`src/rtl/mult_pkg.sv`:
```
// Shared types and widths for the multiplier datapath and its product unloader.
package mult_pkg;

    typedef enum logic [1:0] {IDLE, FIRST, SECOND} unload_state_t;

    localparam int PRODUCT_W = 16;
    localparam int COUNT_W   = 8;

endpackage

```
`src/rtl/product_unloader_if.sv`:
```
// Word-in / half-out handshake bundle for product_unloader.
interface product_unloader_if
    import mult_pkg::*;
#(
    parameter int N = PRODUCT_W
);
    logic [N-1:0]       in_word;
    logic               in_valid;
    logic               in_ready;
    logic [N/2-1:0]     out_half;
    logic               out_valid;
    logic               out_ready;
    logic               out_last;
    logic [COUNT_W-1:0] word_count;

    // slave: the unloader itself; master: the producer/consumer environment
    modport slave (
        input  in_word, in_valid, out_ready,
        output in_ready, out_half, out_valid, out_last, word_count
    );

    modport master (
        output in_word, in_valid, out_ready,
        input  in_ready, out_half, out_valid, out_last, word_count
    );
endinterface

```
`src/rtl/product_unloader.sv`:
```
// Unloads a double-wide product as two half-width beats, order set by HIGH_FIRST,
// flagging the second beat with out_last and counting completed words.
module product_unloader
    import mult_pkg::*;
#(
    parameter int N          = PRODUCT_W,
    parameter int HIGH_FIRST = 1
) (
    input  logic                clk,
    input  logic                clear,
    product_unloader_if.slave   bus
);
    localparam int H = N / 2;

    unload_state_t      state_q, state_d;
    logic [N-1:0]       hold_q;
    logic [COUNT_W-1:0] count_q;
    logic [H-1:0]       half_d;
    logic               in_hs;
    logic               out_hs;

    // Accepting during SECOND only when the last half leaves lets words stream with no bubble.
    assign bus.in_ready   = (state_q == IDLE) || ((state_q == SECOND) && bus.out_ready);
    assign bus.out_valid  = (state_q != IDLE);
    assign bus.out_last   = (state_q == SECOND);
    assign bus.out_half   = half_d;
    assign bus.word_count = count_q;

    assign in_hs  = bus.in_valid && bus.in_ready;
    assign out_hs = bus.out_valid && bus.out_ready;

    always_comb begin
        state_d = state_q;
        case (state_q)
            IDLE:    if (in_hs)  state_d = FIRST;
            FIRST:   if (out_hs) state_d = SECOND;
            SECOND:  if (out_hs) state_d = in_hs ? FIRST : IDLE;
            default: state_d = IDLE;
        endcase
    end

    always_comb begin
        half_d = '0;
        case (state_q)
            FIRST:   half_d = (HIGH_FIRST != 0) ? hold_q[N-1:H] : hold_q[H-1:0];
            SECOND:  half_d = (HIGH_FIRST != 0) ? hold_q[H-1:0] : hold_q[N-1:H];
            default: half_d = '0;
        endcase
    end

    always_ff @(posedge clk) begin
        if (clear) begin
            state_q <= IDLE;
            hold_q  <= '0;
            count_q <= '0;
        end else begin
            state_q <= state_d;
            if (in_hs) begin
                hold_q <= bus.in_word;
            end
            if (out_hs && (state_q == SECOND)) begin
                count_q <= count_q + COUNT_W'(1);
            end
        end
    end

endmodule

```
`src/flat_wrapper.sv`:
```
// flat-port wrapper written by rule: the top's interface ports become plain ports
module product_unloader_flat import mult_pkg::*;
#(
    parameter int N          = PRODUCT_W,
    parameter int HIGH_FIRST = 1
)
  (clk, clear, bus_in_word, bus_in_valid, bus_out_ready, bus_in_ready, bus_out_half, bus_out_valid, bus_out_last, bus_word_count);
  product_unloader_if #(.N(N)) bus_i ();
  input  logic clk;
  input  logic clear;
  input wire logic [$bits(bus_i.in_word)-1:0] bus_in_word;
  input wire logic [$bits(bus_i.in_valid)-1:0] bus_in_valid;
  input wire logic [$bits(bus_i.out_ready)-1:0] bus_out_ready;
  output wire logic [$bits(bus_i.in_ready)-1:0] bus_in_ready;
  output wire logic [$bits(bus_i.out_half)-1:0] bus_out_half;
  output wire logic [$bits(bus_i.out_valid)-1:0] bus_out_valid;
  output wire logic [$bits(bus_i.out_last)-1:0] bus_out_last;
  output wire logic [$bits(bus_i.word_count)-1:0] bus_word_count;
  assign bus_i.in_word = bus_in_word;
  assign bus_i.in_valid = bus_in_valid;
  assign bus_i.out_ready = bus_out_ready;
  assign bus_in_ready = bus_i.in_ready;
  assign bus_out_half = bus_i.out_half;
  assign bus_out_valid = bus_i.out_valid;
  assign bus_out_last = bus_i.out_last;
  assign bus_word_count = bus_i.word_count;
  product_unloader #(.N(N), .HIGH_FIRST(HIGH_FIRST)) u_core (.clk(clk), .clear(clear), .bus(bus_i));
endmodule
```
`config.mk`:
```
export PLATFORM = sky130hd
export DESIGN_NAME = product_unloader_flat
export DESIGN_NICKNAME = d
export VERILOG_FILES = /design/src/rtl/mult_pkg.sv /design/src/rtl/product_unloader_if.sv /design/src/rtl/product_unloader.sv /design/src/flat_wrapper.sv
export SDC_FILE = /design/constraint.sdc
export NUM_CORES = 1
export LEC_CHECK = 0
export CORE_UTILIZATION = 32
export DETAILED_ROUTE_END_ITERATION = 12
export HOLD_SLACK_MARGIN = 0.12
export PLACE_DENSITY = 0.59
export SLEW_MARGIN = 15
export SYNTH_ARGS = -nofsm -noshare
export SYNTH_HDL_FRONTEND = slang
export SYNTH_SLANG_ARGS = --single-unit
```
`constraint.sdc`:
```
create_clock -name clk -period 2.15 [get_ports clk]
set_input_delay 0.43 -clock clk [delete_from_list [all_inputs] [get_ports clk]]
set_output_delay 0.43 -clock clk [all_outputs]
set_load 0.02 [all_outputs]
```
==> metrics.txt, run 1 <==
status=finished, final reports clean; maximum number of pins on one net before global-route repair=27; fraction of synthesized area in multiplexers=1.63%; hold path start=u_core.hold_q[15]; root buffer cell=sky130_fd_sc_hd__clkbuf_8; global-route wire length before repair=4.50 mm; R2R setup slack=0.46 ns; Max Clock Skew=0.00227 ns; initial antenna violation count=0; Die X=63.9 µm; Placed Cells=235; final setup TNS=0 ns; Post-layout nets=218; wire length per cell after detailed routing=11.3 µm; area of the core=3660 µm²; WP data required=1.72 ns; kind of path behind the tightest hold check=reg -> reg; number of synthesized register bits=26; number of cells on the worst reg-to-reg path=7; Primary FF master, synth=sky130_fd_sc_hd__dfxtp_1; via/cell ratio=4.64; origin of the worst setup path=u_core.state_q[0]; via count of the routed design=1110; number of buffers added on ports=38; VDD IR max=0.284 mV; Iter 0 DRT Violations=45; Overflow after GRT=0; Clock power frac=31.8%; post-synthesis cell area=1230 µm²; share of synthesized area occupied by flip-flops and latches=42.4%; sequential share of power=41.8%; adder and majority gate portion of the synthesized area=6.12%; worst relative slew slack=63.9%; filler-free cell count of the finished design=239; TritonCTS clock tree=built; RR Endpoint=u_core.hold_q[7]; Worst Setup EP=bus_out_half[6]; dominant combinational cell family by area after synthesis=simple AND/OR/NAND/NOR gates; Num CTS Buffers=3; Static Leakage=0.713 nW; setup repair after global routing missed its margin=no; vias in the first global route=1015; power density normalized to cell area=731 nW/µm²; number of design rule violations left after detail routing=0; max-cap viol count=0; overall fraction of global-route tracks in use=14.0%; crit path launch type=flip-flop; critical path data arrival time=1.63 ns; worst setup path category=reg -> out; post-detailed-route count of antenna-violating nets=0; Post-Synthesis Cells=148; final setup fails=0; Combinational Power Share=26.3%; sort of element at the end of the critical path=output pin; initial cell density of the core=33.5%; clock input transition at the sequential cells of the worst setup and hold paths=0.09 ns; complex-gate fraction of the synthesized area=15.6%; TritonRoute pass-1 iters=4; simple-gate share of the synthesized area=25.4%; number of clock sinks=26; Cell Int Power=0.000932 W; Post-Route WL=2.69 mm; Reg2Reg Launch Point=u_core.state_q[0]; routability cong.=0.745; Worst Tran Pin Value=0.541 ns; Peak Freq=484 MHz; post-synthesis net count=174; synthesized area per cell=8.28 µm²; count of antenna diodes in the layout=0; final-report max-slew violation count=0; # rows=22; Final Hold Viols=0; clk buf depth=2; fraction of power spent switching nets=27.8%; layout cells sized above 1=9.95%; I/O pin count=39; H-Tree Depth=1; final cycle utilization of the critical path=96.0%; overall die area=4080 µm²; clock latency on the worst-skew pair=0.27 ns; number of library cell types mapped by synthesis=26; DPL Wire Length=2.03 mm; EDFF count, synth=0; worst-path fanout max=6; area growth from synthesis to layout=43.9%; die outline height=63.9 µm; share of flip-flops with an asynchronous set or reset=0%; number of warnings issued by yosys=0; switching power=0.000358 W; xor and xnor area share after synthesis=3.57%; time the worst path needs with I/O delays and setup=2.06 ns
cell usage in the layout, fill, tap and decap left out, drive strengths merged, types with 2 or more instances in the layout:
cell type,n
xnor2,3
nor2b,8
dfxtp,26
dlygate4sd2,5
nand2,38
a21oi,18
ha,6
xor2,2
clkdlybuf4s15,4
o21ai,2
or3,2
nor2,9
clkdlybuf4s50,27
nor3,2
inv,4
clkbuf,4
mux2i,2
a22oi,9
buf,9
worst min path at each step:
stage / slack [ns] / end / cells past startpoint
6_report: 0.46 / u_core.hold_q[15] / 2
5_1_grt: 0.48 / u_core.hold_q[15] / 2
4_1_cts: 0.46 / u_core.hold_q[15] / 2
3_5_place_dp: 0.45 / u_core.hold_q[15] / 2
3_3_place_gp: 0.44 / u_core.hold_q[9] / 2
2_1_floorplan: 0.44 / u_core.hold_q[10] / 2
critical path, cell delays in order (launching register included):
cell,delay (ns)
sky130_fd_sc_hd__dfxtp_1,0.32
sky130_fd_sc_hd__buf_4,0.14
sky130_fd_sc_hd__ha_1,0.20
sky130_fd_sc_hd__buf_4,0.16
sky130_fd_sc_hd__a22oi_1,0.16
sky130_fd_sc_hd__nor2b_1,0.06
sky130_fd_sc_hd__dlygate4sd2_1,0.31
power by group through the flow:
stage	Clock, W	Sequential (W)	Combinational, W
4_1_cts	0.000421	0.000539	0.000346
5_1_grt	0.000443	0.000544	0.000374
3_5_place_dp	0	0.000549	0.000347
2_1_floorplan	0	0.000548	0.000217
6_report	0.000411	0.000540	0.000339
3_3_place_gp	0	0.000548	0.000341
cell type report:
cell class              count  area [µm²]
clock buffers               3        41.3
inverters                   4        15.0
fillers                   373        1900
repair buffers             47         439
multi-input cells         110         657
flip-flops and latches     26         522
well taps                  48        60.1
clock inverters             1        30.0
state kept, by name (all words and copies together), names as in the netlist:
signal	flops
u_core.state_q	2
u_core.bus.word_count	8
u_core.hold_q	16
cell usage after synthesis, types with 2 or more instances:
cell	n	area share (%)
sky130_fd_sc_hd__xor2_1	2	1.4
sky130_fd_sc_hd__buf_6	2	1.8
sky130_fd_sc_hd__nor2b_1	8	4.1
sky130_fd_sc_hd__a21oi_1	18	7.3
sky130_fd_sc_hd__o21ai_0	2	0.82
sky130_fd_sc_hd__clkbuf_1	3	0.92
sky130_fd_sc_hd__mux2i_1	2	1.6
sky130_fd_sc_hd__a22oi_1	9	5.5
sky130_fd_sc_hd__ha_1	6	6.1
sky130_fd_sc_hd__buf_2	3	1.2
sky130_fd_sc_hd__inv_1	4	1.2
sky130_fd_sc_hd__or3_1	2	1.0
sky130_fd_sc_hd__dfxtp_1	26	42
sky130_fd_sc_hd__nor2_1	9	2.8
sky130_fd_sc_hd__nor3_1	2	0.82
sky130_fd_sc_hd__xnor2_1	3	2.1
sky130_fd_sc_hd__nand2_1	38	12
per-stage QoR:
| stage | worst slack (ns) | hold WS (ns) | cell area, µm² | util [%] | power (W) |
|---|---|---|---|---|---|
| 2_1_floorplan | 0.265 | 0.436 | 1230 | - | 0.000765 |
| 3_3_place_gp | 0.0502 | 0.444 | 1690 | 46.0 | 0.000889 |
| 3_5_place_dp | 0.0385 | 0.450 | 1690 | 46.0 | 0.000896 |
| 4_1_cts | 0.00234 | 0.463 | 1760 | 48.1 | 0.00131 |
| 5_1_grt | 0.00656 | 0.484 | 1760 | 48.2 | 0.00136 |
| 6_report | 0.0858 | 0.461 | 1760 | 48.2 | 0.00129 |
logic make-up after synthesis:
family / count (synthesis)
flip-flops: 26
adder cells (fa/ha/maj): 6
XOR/XNOR: 5
multiplexers: 2
buffers and inverters: 12
AO/OA/AOI/OAI: 32
AND/OR/NAND/NOR: 65
routing by layer:
metal | GRT usage (%) | wire length, µm | vias to the layer above
li1 | - | - | 582
met1 | 17.3 | 1220 | 493
met2 | 24.6 | 1320 | 33
met3 | 2.32 | 131 | 2
met4 | 4.26 | 26 | 0
met5 | 0 | 0 | -
repair_timing:
item / CTS / global route
cloned: 0 / 0
pin swaps: 0 / 0
hold buffers: 0 / 0
buffers inserted: 0 / 0
resized for setup: 14 / 7
endpoints found under the setup margin: 11 / 9
Power figures use the tool's default switching activity.
==> run 2: changes to the inputs <==
Settings changed: CORE_ASPECT_RATIO set to 0.75.
==> metrics.txt, run 2 (same netlist as run 1, synthesis figures left out) <==
share of the core filled with cells=48.1% (was 48.2%); initial antenna violation count=0 (unchanged); clk buf depth=2 (unchanged); leading cell type in the layout, fill and taps excluded=sky130_fd_sc_hd__nand2_1 (unchanged); global-route wire length before repair=4.49 mm (was 4.50 mm); TritonCTS clock tree=built (unchanged); overall die area=4090 µm² (was 4080 µm²); root buffer cell=sky130_fd_sc_hd__clkbuf_8 (unchanged); area of the core=3660 µm² (unchanged); number of buffers added on ports=38 (unchanged); TritonRoute pass-1 iters=4 (unchanged); number of clock sinks=26 (unchanged); DPL Wire Length=2.02 mm (was 2.03 mm); number of flip-flops under the largest register name=16 (unchanged); clock input transition at the sequential cells of the worst setup and hold paths=0.09 ns (about the same); Final Hold Viols=0 (unchanged); sort of element at the end of the critical path=output pin (unchanged); time the worst path needs with I/O delays and setup=2.08 ns (was 2.06 ns); Die X=73.5 µm (was 63.9 µm); area growth from synthesis to layout=43.5% (was 43.9%); Most flops, register=u_core.hold_q (unchanged); Post-layout nets=216 (was 218); wire length per cell after detailed routing=11.6 µm (was 11.3 µm); # rows=19 (was 22); buffer count from post-CTS setup fixing=0 (unchanged); number of design rule violations left after detail routing=0 (unchanged); area occupied by registers=522 µm² (unchanged); via/cell ratio=4.71 (was 4.64); vias in the first global route=992 (was 1015); Overflow after GRT=0 (unchanged); overall fraction of global-route tracks in use=14.1% (was 14.0%); kind of path behind the tightest hold check=reg -> reg (unchanged); area of the multi-input gates=657 µm² (unchanged); post-detailed-route count of antenna-violating nets=0 (unchanged); max-cap viol count=0 (unchanged); Peak Freq=481 MHz (was 484 MHz); status=finished, final reports clean (unchanged); die outline height=55.6 µm (was 63.9 µm); final cycle utilization of the critical path=96.7% (was 96.0%); Post-Route WL=2.79 mm (was 2.69 mm); crit path launch type=flip-flop (unchanged); Worst Tran Pin Value=0.594 ns (was 0.541 ns); post-route cell area=1760 µm² (about the same); maximum number of pins on one net before global-route repair=27 (unchanged); VDD IR max=0.411 mV (was 0.284 mV); initial cell density of the core=33.5% (unchanged); most frequent cells in the layout=38 x sky130_fd_sc_hd__nand2_1, 28 x sky130_fd_sc_hd__clkdlybuf4s50_1, 25 x sky130_fd_sc_hd__dfxtp_1 (was 38 x sky130_fd_sc_hd__nand2_1, 27 x sky130_fd_sc_hd__clkdlybuf4s50_1, 25 x sky130_fd_sc_hd__dfxtp_1); placed instance area=1680 µm² (was 1690 µm²); Static Leakage=0.680 nW (was 0.713 nW); Max Clock Skew=0.00721 ns (was 0.00227 ns); layout cells sized above 1=8.99% (was 9.95%); final setup TNS=0 ns (unchanged); number of filler cells placed in the layout=382 (was 373); clock latency on the worst-skew pair=0.27 ns (about the same); worst-path fanout max=8 (was 6); H-Tree Depth=1 (unchanged); power density normalized to cell area=726 nW/µm² (was 731 nW/µm²); worst relative slew slack=60.4% (was 63.9%); critical path data arrival time=1.65 ns (was 1.63 ns); number of hold-repair buffers added at the cts stage=0 (unchanged); Iter 0 DRT Violations=38 (was 45); final-report max-slew violation count=0 (unchanged); via count of the routed design=1134 (was 1110); count of antenna diodes in the layout=0 (unchanged); I/O pin count=39 (unchanged); final setup fails=0 (unchanged); routability cong.=0.793 (was 0.745); Num CTS Buffers=3 (unchanged); worst setup path category=reg -> out (unchanged); WP data required=1.72 ns (about the same)
-- run 2: cell count changes in the layout (fill, tap and decap cells not counted), sizes merged --
cell / before / now
clkdlybuf4s15: 4 / 6
dlymetal6s2s: 1 / 0
dlygate4sd2: 5 / 4
clkdlybuf4s50: 27 / 28
clkbuf: 4 / 3
buf: 9 / 7
-- run 2: final cells by class --
cell class / count / area share, %
multi-input cells: 110 / 37.3
flip-flops and latches: 26 / 29.7
repair buffers: 45 / 24.4
well taps: 52 / 3.70
clock buffers: 3 / 2.35
clock inverters: 1 / 1.71
inverters: 4 / 0.853
-- run 2: timing repair --
item,in CTS,in global routing
setup endpoints to repair,11,8
gates resized for setup,18,3
hold endpoints to repair,0,0
-- run 2: layer usage --
metal  share of wire, %  wire length [µm]  GRT usage (%)  up-vias
met5                  0                 0              0        -
li1                   -                 -              -      576
met3                5.2               144           3.80        0
met2                 47              1310           23.5       32
met1                 48              1340           19.0      526
met4                  0                 0          0.824        0
-- run 2: worst paths after layout --
| check | from | endpoint | slack, ns | cells past startpoint |
|---|---|---|---|---|
| worst max-delay path | u_core.state_q[1] | bus_out_half[0] | 0.07 | 4 |
| worst min-delay path | u_core.hold_q[15] | u_core.hold_q[15] | 0.46 | 2 |
| worst max register to register | u_core.state_q[0] | u_core.hold_q[13] | 0.46 | 6 |
| worst min register to register | u_core.hold_q[15] | u_core.hold_q[15] | 0.46 | 2 |
-- run 2: power by group --
| part | leakage, nW | internal, W | switching (W) | total (W) |
|---|---|---|---|---|
| logic | 0.431 | 0.000159 | 0.000180 | 0.000339 |
| registers | 0.213 | 0.000519 | 0.0000223 | 0.000541 |
| clock network | 0.0357 | 0.000249 | 0.000149 | 0.000398 |
| total | 0.680 | 0.000927 | 0.000351 | 0.00128 |
-- run 2: worst max-delay path, stage by stage (launching register included) --
cell	delay [ns]
sky130_fd_sc_hd__dfxtp_2	0.39
sky130_fd_sc_hd__inv_1	0.10
sky130_fd_sc_hd__ha_2	0.41
sky130_fd_sc_hd__nor2b_1	0.20
sky130_fd_sc_hd__clkdlybuf4s15_2	0.29
-- run 2: stage by stage --
| stage | power [W] | worst slack [ns] | hold WS, ns | cells |
|---|---|---|---|---|
| 3_5_place_dp | 0.000891 | -0.0156 | 0.449 | 237 |
| 5_1_grt | 0.00135 | -0.00668 | 0.483 | 241 |
| 4_1_cts | 0.00129 | 0.00174 | 0.466 | 241 |
| 6_report | 0.00128 | 0.0700 | 0.463 | 241 |
| 2_1_floorplan | 0.000765 | 0.265 | 0.436 | 148 |
| 3_3_place_gp | 0.000884 | 0.0378 | 0.442 | 237 |
